$ cat src/rtl/display_scan_ctrl.sv
// display_scan_ctrl
// Round-robin scheduler sharing one 3-bit-to-7-segment decoder among DIGITS
// digits. Every digit slot is PRESCALE cycles long: BLANK dark cycles (anti-
// ghosting), then a lit interval. New code sets are double-buffered and only
// take effect on slot boundaries or when scanning starts.
// All outputs come straight from flops. They are loaded from the next-state
// values, so they line up cycle-for-cycle with the internal state.
module display_scan_ctrl #(
  parameter int DIGITS   = 4,
  parameter int PRESCALE = 50000,
  parameter int BLANK    = 16
) (
  input  logic                  clk,
  input  logic                  reset,
  input  logic                  enable,
  input  logic                  load,
  input  logic [3*DIGITS-1:0]   codes_in,
  output logic [2:0]            user_sel,
  output logic [DIGITS-1:0]     digit_en,
  output logic                  load_ack,
  output logic                  frame_done
);

  localparam int CNT_W = $clog2(PRESCALE);
  localparam int IDX_W = $clog2(DIGITS);

  localparam logic [CNT_W-1:0] CNT_BLANK_LAST = CNT_W'(BLANK - 1);
  localparam logic [CNT_W-1:0] CNT_SLOT_LAST  = CNT_W'(PRESCALE - 1);
  localparam logic [IDX_W-1:0] IDX_LAST       = IDX_W'(DIGITS - 1);

  typedef enum logic [1:0] {
    S_IDLE  = 2'd0,
    S_BLANK = 2'd1,
    S_SHOW  = 2'd2
  } state_t;

  // Select the 3-bit code of digit idx from a packed code set.
  function automatic logic [2:0] pick_code(input logic [3*DIGITS-1:0] codes,
                                           input logic [IDX_W-1:0]    idx);
    logic [2:0] code;
    code = 3'd0;
    for (int k = 0; k < DIGITS; k++) begin
      code = (idx == IDX_W'(k)) ? codes[3*k +: 3] : code;
    end
    return code;
  endfunction

  // One-hot enable for digit idx.
  function automatic logic [DIGITS-1:0] one_hot(input logic [IDX_W-1:0] idx);
    logic [DIGITS-1:0] oh;
    oh = '0;
    for (int k = 0; k < DIGITS; k++) begin
      oh[k] = (idx == IDX_W'(k));
    end
    return oh;
  endfunction

  state_t                state_r, state_nxt_s;
  logic [CNT_W-1:0]      cnt_r, cnt_nxt_s;
  logic [IDX_W-1:0]      idx_r, idx_nxt_s;
  logic [3*DIGITS-1:0]   active_r, active_nxt_s;
  logic [3*DIGITS-1:0]   pending_r, pending_nxt_s;
  logic                  pend_valid_r, pend_valid_nxt_s;
  logic                  apply_point_s;
  logic                  wrap_s;
  logic                  ack_nxt_s;
  logic [2:0]            user_sel_nxt_s;
  logic [DIGITS-1:0]     digit_en_nxt_s;

  // Next-state logic: slot counter, digit index and apply points.
  always_comb begin
    state_nxt_s   = state_r;
    cnt_nxt_s     = cnt_r;
    idx_nxt_s     = idx_r;
    apply_point_s = 1'b0;
    wrap_s        = 1'b0;
    case (state_r)
      S_IDLE: begin
        cnt_nxt_s = {CNT_W{1'b0}};
        idx_nxt_s = {IDX_W{1'b0}};
        if (enable) begin
          state_nxt_s   = S_BLANK;
          apply_point_s = 1'b1;
        end else begin
          state_nxt_s   = S_IDLE;
        end
      end
      S_BLANK: begin
        if (!enable) begin
          state_nxt_s = S_IDLE;
          cnt_nxt_s   = {CNT_W{1'b0}};
          idx_nxt_s   = {IDX_W{1'b0}};
        end else begin
          cnt_nxt_s   = cnt_r + CNT_W'(1);
          state_nxt_s = (cnt_r == CNT_BLANK_LAST) ? S_SHOW : S_BLANK;
        end
      end
      S_SHOW: begin
        if (!enable) begin
          state_nxt_s = S_IDLE;
          cnt_nxt_s   = {CNT_W{1'b0}};
          idx_nxt_s   = {IDX_W{1'b0}};
        end else if (cnt_r == CNT_SLOT_LAST) begin
          // Slot boundary: next digit starts dark, new codes may land here.
          state_nxt_s   = S_BLANK;
          cnt_nxt_s     = {CNT_W{1'b0}};
          idx_nxt_s     = (idx_r == IDX_LAST) ? {IDX_W{1'b0}} : idx_r + IDX_W'(1);
          apply_point_s = 1'b1;
          wrap_s        = (idx_r == IDX_LAST);
        end else begin
          state_nxt_s = S_SHOW;
          cnt_nxt_s   = cnt_r + CNT_W'(1);
        end
      end
      default: begin
        state_nxt_s = S_IDLE;
        cnt_nxt_s   = {CNT_W{1'b0}};
        idx_nxt_s   = {IDX_W{1'b0}};
      end
    endcase
  end

  // Code-set double buffer: a load landing on an apply point bypasses the
  // pending register; otherwise it is parked there until the next apply point.
  always_comb begin
    active_nxt_s     = active_r;
    pending_nxt_s    = pending_r;
    pend_valid_nxt_s = pend_valid_r;
    ack_nxt_s        = 1'b0;
    if (apply_point_s) begin
      if (load) begin
        active_nxt_s     = codes_in;
        pend_valid_nxt_s = 1'b0;
        ack_nxt_s        = 1'b1;
      end else if (pend_valid_r) begin
        active_nxt_s     = pending_r;
        pend_valid_nxt_s = 1'b0;
        ack_nxt_s        = 1'b1;
      end else begin
        ack_nxt_s        = 1'b0;
      end
    end else if (load) begin
      pending_nxt_s    = codes_in;
      pend_valid_nxt_s = 1'b1;
    end else begin
      pend_valid_nxt_s = pend_valid_r;
    end
  end

  // Output values derived from the state the scan is about to enter.
  always_comb begin
    user_sel_nxt_s = 3'd0;
    digit_en_nxt_s = {DIGITS{1'b0}};
    case (state_nxt_s)
      S_BLANK: begin
        user_sel_nxt_s = pick_code(active_nxt_s, idx_nxt_s);
      end
      S_SHOW: begin
        user_sel_nxt_s = pick_code(active_nxt_s, idx_nxt_s);
        digit_en_nxt_s = one_hot(idx_nxt_s);
      end
      default: begin
        user_sel_nxt_s = 3'd0;
        digit_en_nxt_s = {DIGITS{1'b0}};
      end
    endcase
  end

  // Scan state register.
  always_ff @(posedge clk or posedge reset) begin
    if (reset) begin
      state_r <= S_IDLE;
      cnt_r   <= {CNT_W{1'b0}};
      idx_r   <= {IDX_W{1'b0}};
    end else begin
      state_r <= state_nxt_s;
      cnt_r   <= cnt_nxt_s;
      idx_r   <= idx_nxt_s;
    end
  end

  // Active and pending code-set registers.
  always_ff @(posedge clk or posedge reset) begin
    if (reset) begin
      active_r     <= {(3*DIGITS){1'b0}};
      pending_r    <= {(3*DIGITS){1'b0}};
      pend_valid_r <= 1'b0;
    end else begin
      active_r     <= active_nxt_s;
      pending_r    <= pending_nxt_s;
      pend_valid_r <= pend_valid_nxt_s;
    end
  end

  // Registered outputs.
  always_ff @(posedge clk or posedge reset) begin
    if (reset) begin
      user_sel   <= 3'd0;
      digit_en   <= {DIGITS{1'b0}};
      load_ack   <= 1'b0;
      frame_done <= 1'b0;
    end else begin
      user_sel   <= user_sel_nxt_s;
      digit_en   <= digit_en_nxt_s;
      load_ack   <= ack_nxt_s;
      frame_done <= wrap_s;
    end
  end

endmodule
$ cat config.mk
export PLATFORM = sky130hd
export DESIGN_NAME = display_scan_ctrl
export DESIGN_NICKNAME = d
export VERILOG_FILES = /design/src/rtl/display_scan_ctrl.sv
export SDC_FILE = /design/constraint.sdc
export NUM_CORES = 1
export LEC_CHECK = 0
export ABC_AREA = 1
export BUFFER_PORTS_ARGS = -buffer_cell sky130_fd_sc_hd__buf_2
export CORE_ASPECT_RATIO = 0.7
export CORE_MARGIN = 2
export CORE_UTILIZATION = 55
export CTS_CLUSTER_DIAMETER = 200
export DETAILED_ROUTE_END_ITERATION = 16
export HOLD_SLACK_MARGIN = 0.03
export PLACE_DENSITY = 0.75
export SLEW_MARGIN = 10
export SYNTH_ARGS = -nofsm -noshare
export SYNTH_HDL_FRONTEND = slang
export SYNTH_SLANG_ARGS = --single-unit
$ cat constraint.sdc
create_clock -name clk -period 2 [get_ports clk]
set_clock_uncertainty 0.05 [all_clocks]
set_input_delay 0.2 -clock clk [delete_from_list [all_inputs] [get_ports clk]]
set_output_delay 0.2 -clock clk [all_outputs]
set_load 0.02 [all_outputs]
=== Yosys cells after proc, flatten, opt, wreduce, memory -nomap -nowiden ===
Index checks and enable logic that the tools add are counted.

* Register bits: 54
* Bits of input ports: 16
* Output and inout bits: 9
* Logic and storage cells: 64

* $add $sub $neg: 2
* Eq/ne operators: 10
* Muxes and demuxes: 36
* Bitwise operators: 1
* Reductions and logical operators: 5

{| class="wikitable"
|+ Operators with widths
! cell !! count
|-
| $mux 16 || 3
|-
| $mux 12 || 3
|-
| $pmux 16 s2 || 1
|-
| $add 16x1->16 const B || 1
|-
| $eq 16x16->1 const B || 1
|-
| $eq 16x4->1 const B || 1
|-
| $mux 2 || 8
|-
| $mux 3 || 5
|-
| $mux 1 || 12
|-
| $eq 2x2->1 const B || 5
|-
| $eq 2x1->1 const B || 3
|-
| $pmux 2 s3 || 1
|-
| $logic_not 2->1 || 2
|-
| $mux 4 || 1
|-
| $pmux 2 s2 || 1
|-
| $add 2x1->2 const B || 1
|-
| $pmux 1 s2 || 1
|-
| $reduce_and 2->1 || 1
|-
| $reduce_bool 2->1 || 1
|-
| $reduce_or 2->1 || 1
|-
| $not 1->1 || 1
|}

=== Longest topological paths before layout ===
* Word-level depth: 11
* Gate-level depth with buffers: 14
* Mapped depth without buffers: 14

=== Worst setup path after synthesis ===
Ideal clock, no wire load.

* Kind: reg-to-reg
* Start point: register cnt_r[0]
* End point: register pending_r[0]
* Library setup time: 0.127 ns
* Data arrival time: 1.657 ns
* Required time: 1.823 ns
* Slack: 0.165 ns
* Stages on the path, launching flop included: 10
* Buffers on the path: 1
* Clock period less this slack: 1.835 ns
* Cells stage by stage: dfrtp_1 -> ha_1 -> nand3_2 -> nor2_4 -> nand3_2 -> nand2_4 -> inv_2 -> nand2_2 -> buf_6 -> mux2_1

* Longest elaborated chain between the ends: 6

{| class="wikitable"
|+ RTL lines
! element !! line !! source
|-
| start: declaration || 59 || <nowiki>logic [CNT_W-1:0] cnt_r, cnt_nxt_s;</nowiki>
|-
| start signal: assignment || 173 || <nowiki>cnt_r <= {CNT_W{1'b0}};</nowiki>
|-
| start signal: assignment || 177 || <nowiki>cnt_r <= cnt_nxt_s;</nowiki>
|-
| $eq 16x16->1 || 103 || <nowiki>end else if (cnt_r == CNT_SLOT_LAST) begin</nowiki>
|-
| $mux 1 || 103 ||
|-
| $mux 1 || 99 || <nowiki>if (!enable) begin</nowiki>
|-
| $pmux 1 s2 || 77 || <nowiki>case (state_r)</nowiki>
|-
| $not 1->1 (no line) || n/a ||
|-
| $reduce_and 2->1 (no line) || n/a ||
|-
| end signal: assignment || 186 || <nowiki>pending_r <= {(3*DIGITS){1'b0}};</nowiki>
|-
| end signal: assignment || 190 || <nowiki>pending_r <= pending_nxt_s;</nowiki>
|-
| end: declaration || 62 || <nowiki>logic [3*DIGITS-1:0] pending_r, pending_nxt_s;</nowiki>
|}

Every way passes these cells.
A chain may end at the register's enable or synchronous reset.

=== Worst setup path after layout ===
* Start point: register cnt_r[1]
* End point: register digit_en[0]

* Longest elaborated chain between the ends: 6
* Elaborated cells on any way between the ends: 13
* Classes of those cells: 3 x eq/ne; 9 x mux; 1 x reduce/logical

{| class="wikitable"
|+ RTL lines
! element !! line !! source
|-
| $eq 16x16->1 / $eq 16x4->1 (equally long branches) || 103, 95 ||
|-
| $mux 2 (on tied branches) || 103, 95 ||
|-
| $mux 2 (on tied branches) || 99, 89 ||
|-
| $pmux 2 s3 / $pmux 2 s2 (equally long branches) || 77 ||
|-
| $eq 2x2->1 / $logic_not 2->1 (equally long branches) || 154, 53 ||
|-
| $mux 4 * || 154 || <nowiki>case (state_nxt_s)</nowiki>
|-
| via digit_en_nxt_s[0] || 68 || <nowiki>logic [DIGITS-1:0] digit_en_nxt_s;</nowiki>
|-
| end signal: assignment || 199 || <nowiki>digit_en <= {DIGITS{1'b0}};</nowiki>
|-
| end signal: assignment || 204 || <nowiki>digit_en <= digit_en_nxt_s;</nowiki>
|-
| end: declaration || 19 || <nowiki>output logic [DIGITS-1:0] digit_en,</nowiki>
|}

Mark *: on every way through the listed nets, which the timed path passes. The rest lies on a longest branch.

==> results by group <==
Outcome
  – Status: finished clean

Floorplanning
  – Core area: 4780 sq um
  – Ports: 25
  – Die Y: 62.9 microns
  – Initial core utilization: 0.571
  – Row count: 21
  – Die width: 88.2 microns
  – Die area: 5550 sq um

CTS
  – CTS tree: done
  – Clk Latency, worst-skew pair: 0.31 ns
  – Clock-pin slew on the worst setup and hold paths: 0.10 ns
  – CTS max path bufs: 2
  – CTS Root Cell: clkbuf_8
  – Clock Sinks: 54
  – CTS Buf Count: 5
  – H-tree levels: 2

Global route
  – Met2 Resource Use GR: 0.324
  – Global routing usage on met1: 0.345
  – Grt peak-use layer: met1
  – Initial antenna violation count: 0
  – Vias in the first global route: 2206
  – Largest net degree at the start of global routing: 33
  – GRT Residual Overflow: 0
  – Met3 usage: 0.0515
  – Aggregate global-route resource usage: 0.227
  – First-pass GRT wire length: 9870 microns

Detailed routing
  – Post-route ant nets: 0
  – Final wirelength: 5710 microns
  – WL per Instance: 13.0 microns
  – Number of remaining DRC errors: 0
  – Via count: 2295
  – DR vias/cell: 5.22
  – First-pass DRT Iterations: 4
  – Drt first-iter violations: 168

Place
  – Port Buffers: 24
  – Area post-placement: 2990 sq um
  – DP HPWL: 4000 microns
  – Final GP Congestion: 0.853

Yosys
  – Yosys synthesis warning count: 0
  – Primary FF master, synth: dfrtp_1
  – Sequential area share after synthesis: 0.495
  – Syn Nets: 347
  – Number of enable flip-flop cells after synthesis: 0
  – Gate Count Post-Synth: 324
  – Post-synth cell types: 30
  – Synth Area per Inst: 8.42 sq um
  – Mapped Area: 2730 sq um
  – FFs w/ async S/R, synth: 1.00
  – Synthesis-stage register bit count: 54

Worst setup path
  – Critical path type: flop to flop
  – CP max stage cell: dfrtp_1
  – Cells along the critical path: ha_4, nand3_4, nor2_4, nand4_1, nand3_1, nand2_1, nand2_2, ha_4, inv_1, nor3_1
  – CP Capture Type: flop
  – Cell repeated most along the worst path: ha_4
  – Worst Reg2Reg Path Length in Cells: 10
  – Buf/Inv on CP: 1
  – Top delay family on crit path: simple AND/OR/NAND/NOR gates
  – Critical Path Start Type: flop
  – Arrival time at the worst endpoint: 2.07 ns
  – Worst Path Max Fanout: 5
  – Max incr delay on CP: 0.41 ns
  – Critical path data required time: 2.16 ns
  – Worst path depth: 10

STA
  – Final Hold Fails: 0
  – Fmax: 526 MHz
  – Max_slew headroom: 0.664
  – Final worst path period share: 0.951
  – Slew Viols, Final: 0
  – Min cycle time layout: 1.90 ns
  – Hold Slack: 0.0654 ns
  – Final setup fails: 0
  – Worst slew pin tran: 0.503 ns

Layout
  – Area growth syn-to-layout: 21.1%
  – Ant diodes: 0
  – Design Area, Final: 3310 sq um
  – Share of layout cells above drive strength 1: 0.259
  – NumNets Final: 393
  – # fillers: 385
  – Commonest cells after routing, fill and taps aside: 63 x nand2_1, 54 x dfrtp_1, 36 x nor2_1
  – Most common cell after layout, fill and taps aside: nand2_1

Power and ir drop
  – PwrDens: 793 nW/um^2
  – Static Leakage: 0.00158 uW
  – Worst VDD drop: 464 uV
  – Tot Pwr: 2620 uW

Min path
  – Worst Hold Depth: 2
  – HP Class: input port to flop

Job
  – Max-cap violations: 0
kinds of logic (layout without fill, tap and decap cells):
family          after synthesis  after routing  share of synthesized area
simple gates                148            148                      0.242
flops                        54             54                      0.495
compound gates               53             53                      0.104
buf+inv                      48             95                     0.0734
mux                           9              9                     0.0371
fa+ha+maj                     7              7                     0.0321
xor+xnor                      5              5                     0.0161
per-layer routing:
layer / wire, microns / vias up / part of all wire
li1: - / 1137 / -
met1: 2910 / 1108 / 0.51
met2: 2500 / 41 / 0.44
met3: 226 / 9 / 0.040
met4: 84 / 0 / 0.015
met5: 0 / - / 0
per-stage QoR:
step / TNS (ns) / util / worst slack [ns] / instances
after floorplan: 0 / - / 0.165 / 324
after global placement: 0 / 0.625 / 0.0819 / 419
after detailed placement: -0.0505 / 0.625 / -0.0262 / 419
after CTS: 0 / 0.660 / 0.00838 / 430
after global routing: -0.126 / 0.691 / -0.0492 / 440
final: 0 / 0.691 / 0.0977 / 440
registers in the layout (all words and copies together) (netlist names):
register / cells
active_r: 12
idx_r: 2
digit_en: 4
frame_done: 1
load_ack: 1
cnt_r: 16
user_sel: 3
state_r: 2
pend_valid_r: 1
pending_r: 12
power breakdown:
| part | internal [uW] | total [uW] | leakage, uW | switching (uW) |
|---|---|---|---|---|
| Combinational | 189 | 485 | 0.000823 | 296 |
| Clock | 501 | 863 | 0.0000683 | 361 |
| Sequential | 1210 | 1270 | 0.000691 | 59.7 |
| Total | 1900 | 2620 | 0.00158 | 717 |
synth_stat cells (2+ instances only):
cell      number  share of area
nand4_1        4         0.0092
xor2_1         3         0.0096
nand3_2        2         0.0073
o21ai_0       15          0.028
a21oi_1       23          0.042
nor2_1        38          0.052
inv_1         35          0.048
ha_1           7          0.032
nor2_4         3          0.012
o21a_1         3         0.0083
buf_6          2         0.0083
inv_2          3         0.0041
xnor2_1        2         0.0064
buf_2          4         0.0073
nor3_1         6          0.011
nand3_1       16          0.029
mux2_1         4          0.017
o21ai_1        7          0.013
nand2_1       68          0.094
a31oi_1        3         0.0069
clkbuf_1       3         0.0041
mux2_2         5          0.021
dfrtp_1       54           0.50
nor2_2         2         0.0046
nand2_2        7          0.016
layout make-up:
class	count	area, sq um	area share
sequential	54	1350	0.409
tap	69	86.3	0.0261
inverter	39	146	0.0443
timing repair buffer	48	328	0.0992
multi-input combinational	222	1260	0.380
clock inverter	3	68.8	0.0208
clock buffer	5	68.8	0.0208
what timing repair did:
| item | in CTS | in global routing |
|---|---|---|
| resized for setup | 1 | 18 |
| hold buffers | 1 | 0 |
| endpoints found under the hold margin | 22 | 0 |
| setup endpoints to repair | 4 | 16 |
| setup buffers | 2 | 10 |
| pin swaps | 1 | 9 |
final timing paths:
path | start | to | slack [ns]
max | cnt_r[1] | digit_en[0] | 0.1
min | codes_in[0] | pending_r[0] | 0.07
max reg2reg | cnt_r[1] | digit_en[0] | 0.1
min reg2reg | pending_r[1] | pending_r[1] | 0.45
max in group asynchronous | reset | cnt_r[13] | 0.95
min in group asynchronous | reset | active_r[6] | 0.41
worst register-to-register path, stage by stage, from the launching register on:
cell,delay [ns]
dfrtp_1,0.41
ha_4,0.17
nand3_4,0.10
nor2_4,0.19
nand4_1,0.17
nand3_1,0.11
nand2_1,0.07
nand2_2,0.09
ha_4,0.12
inv_1,0.08
nor3_1,0.24
No activity file was read; power rests on OpenSTA's default activity.
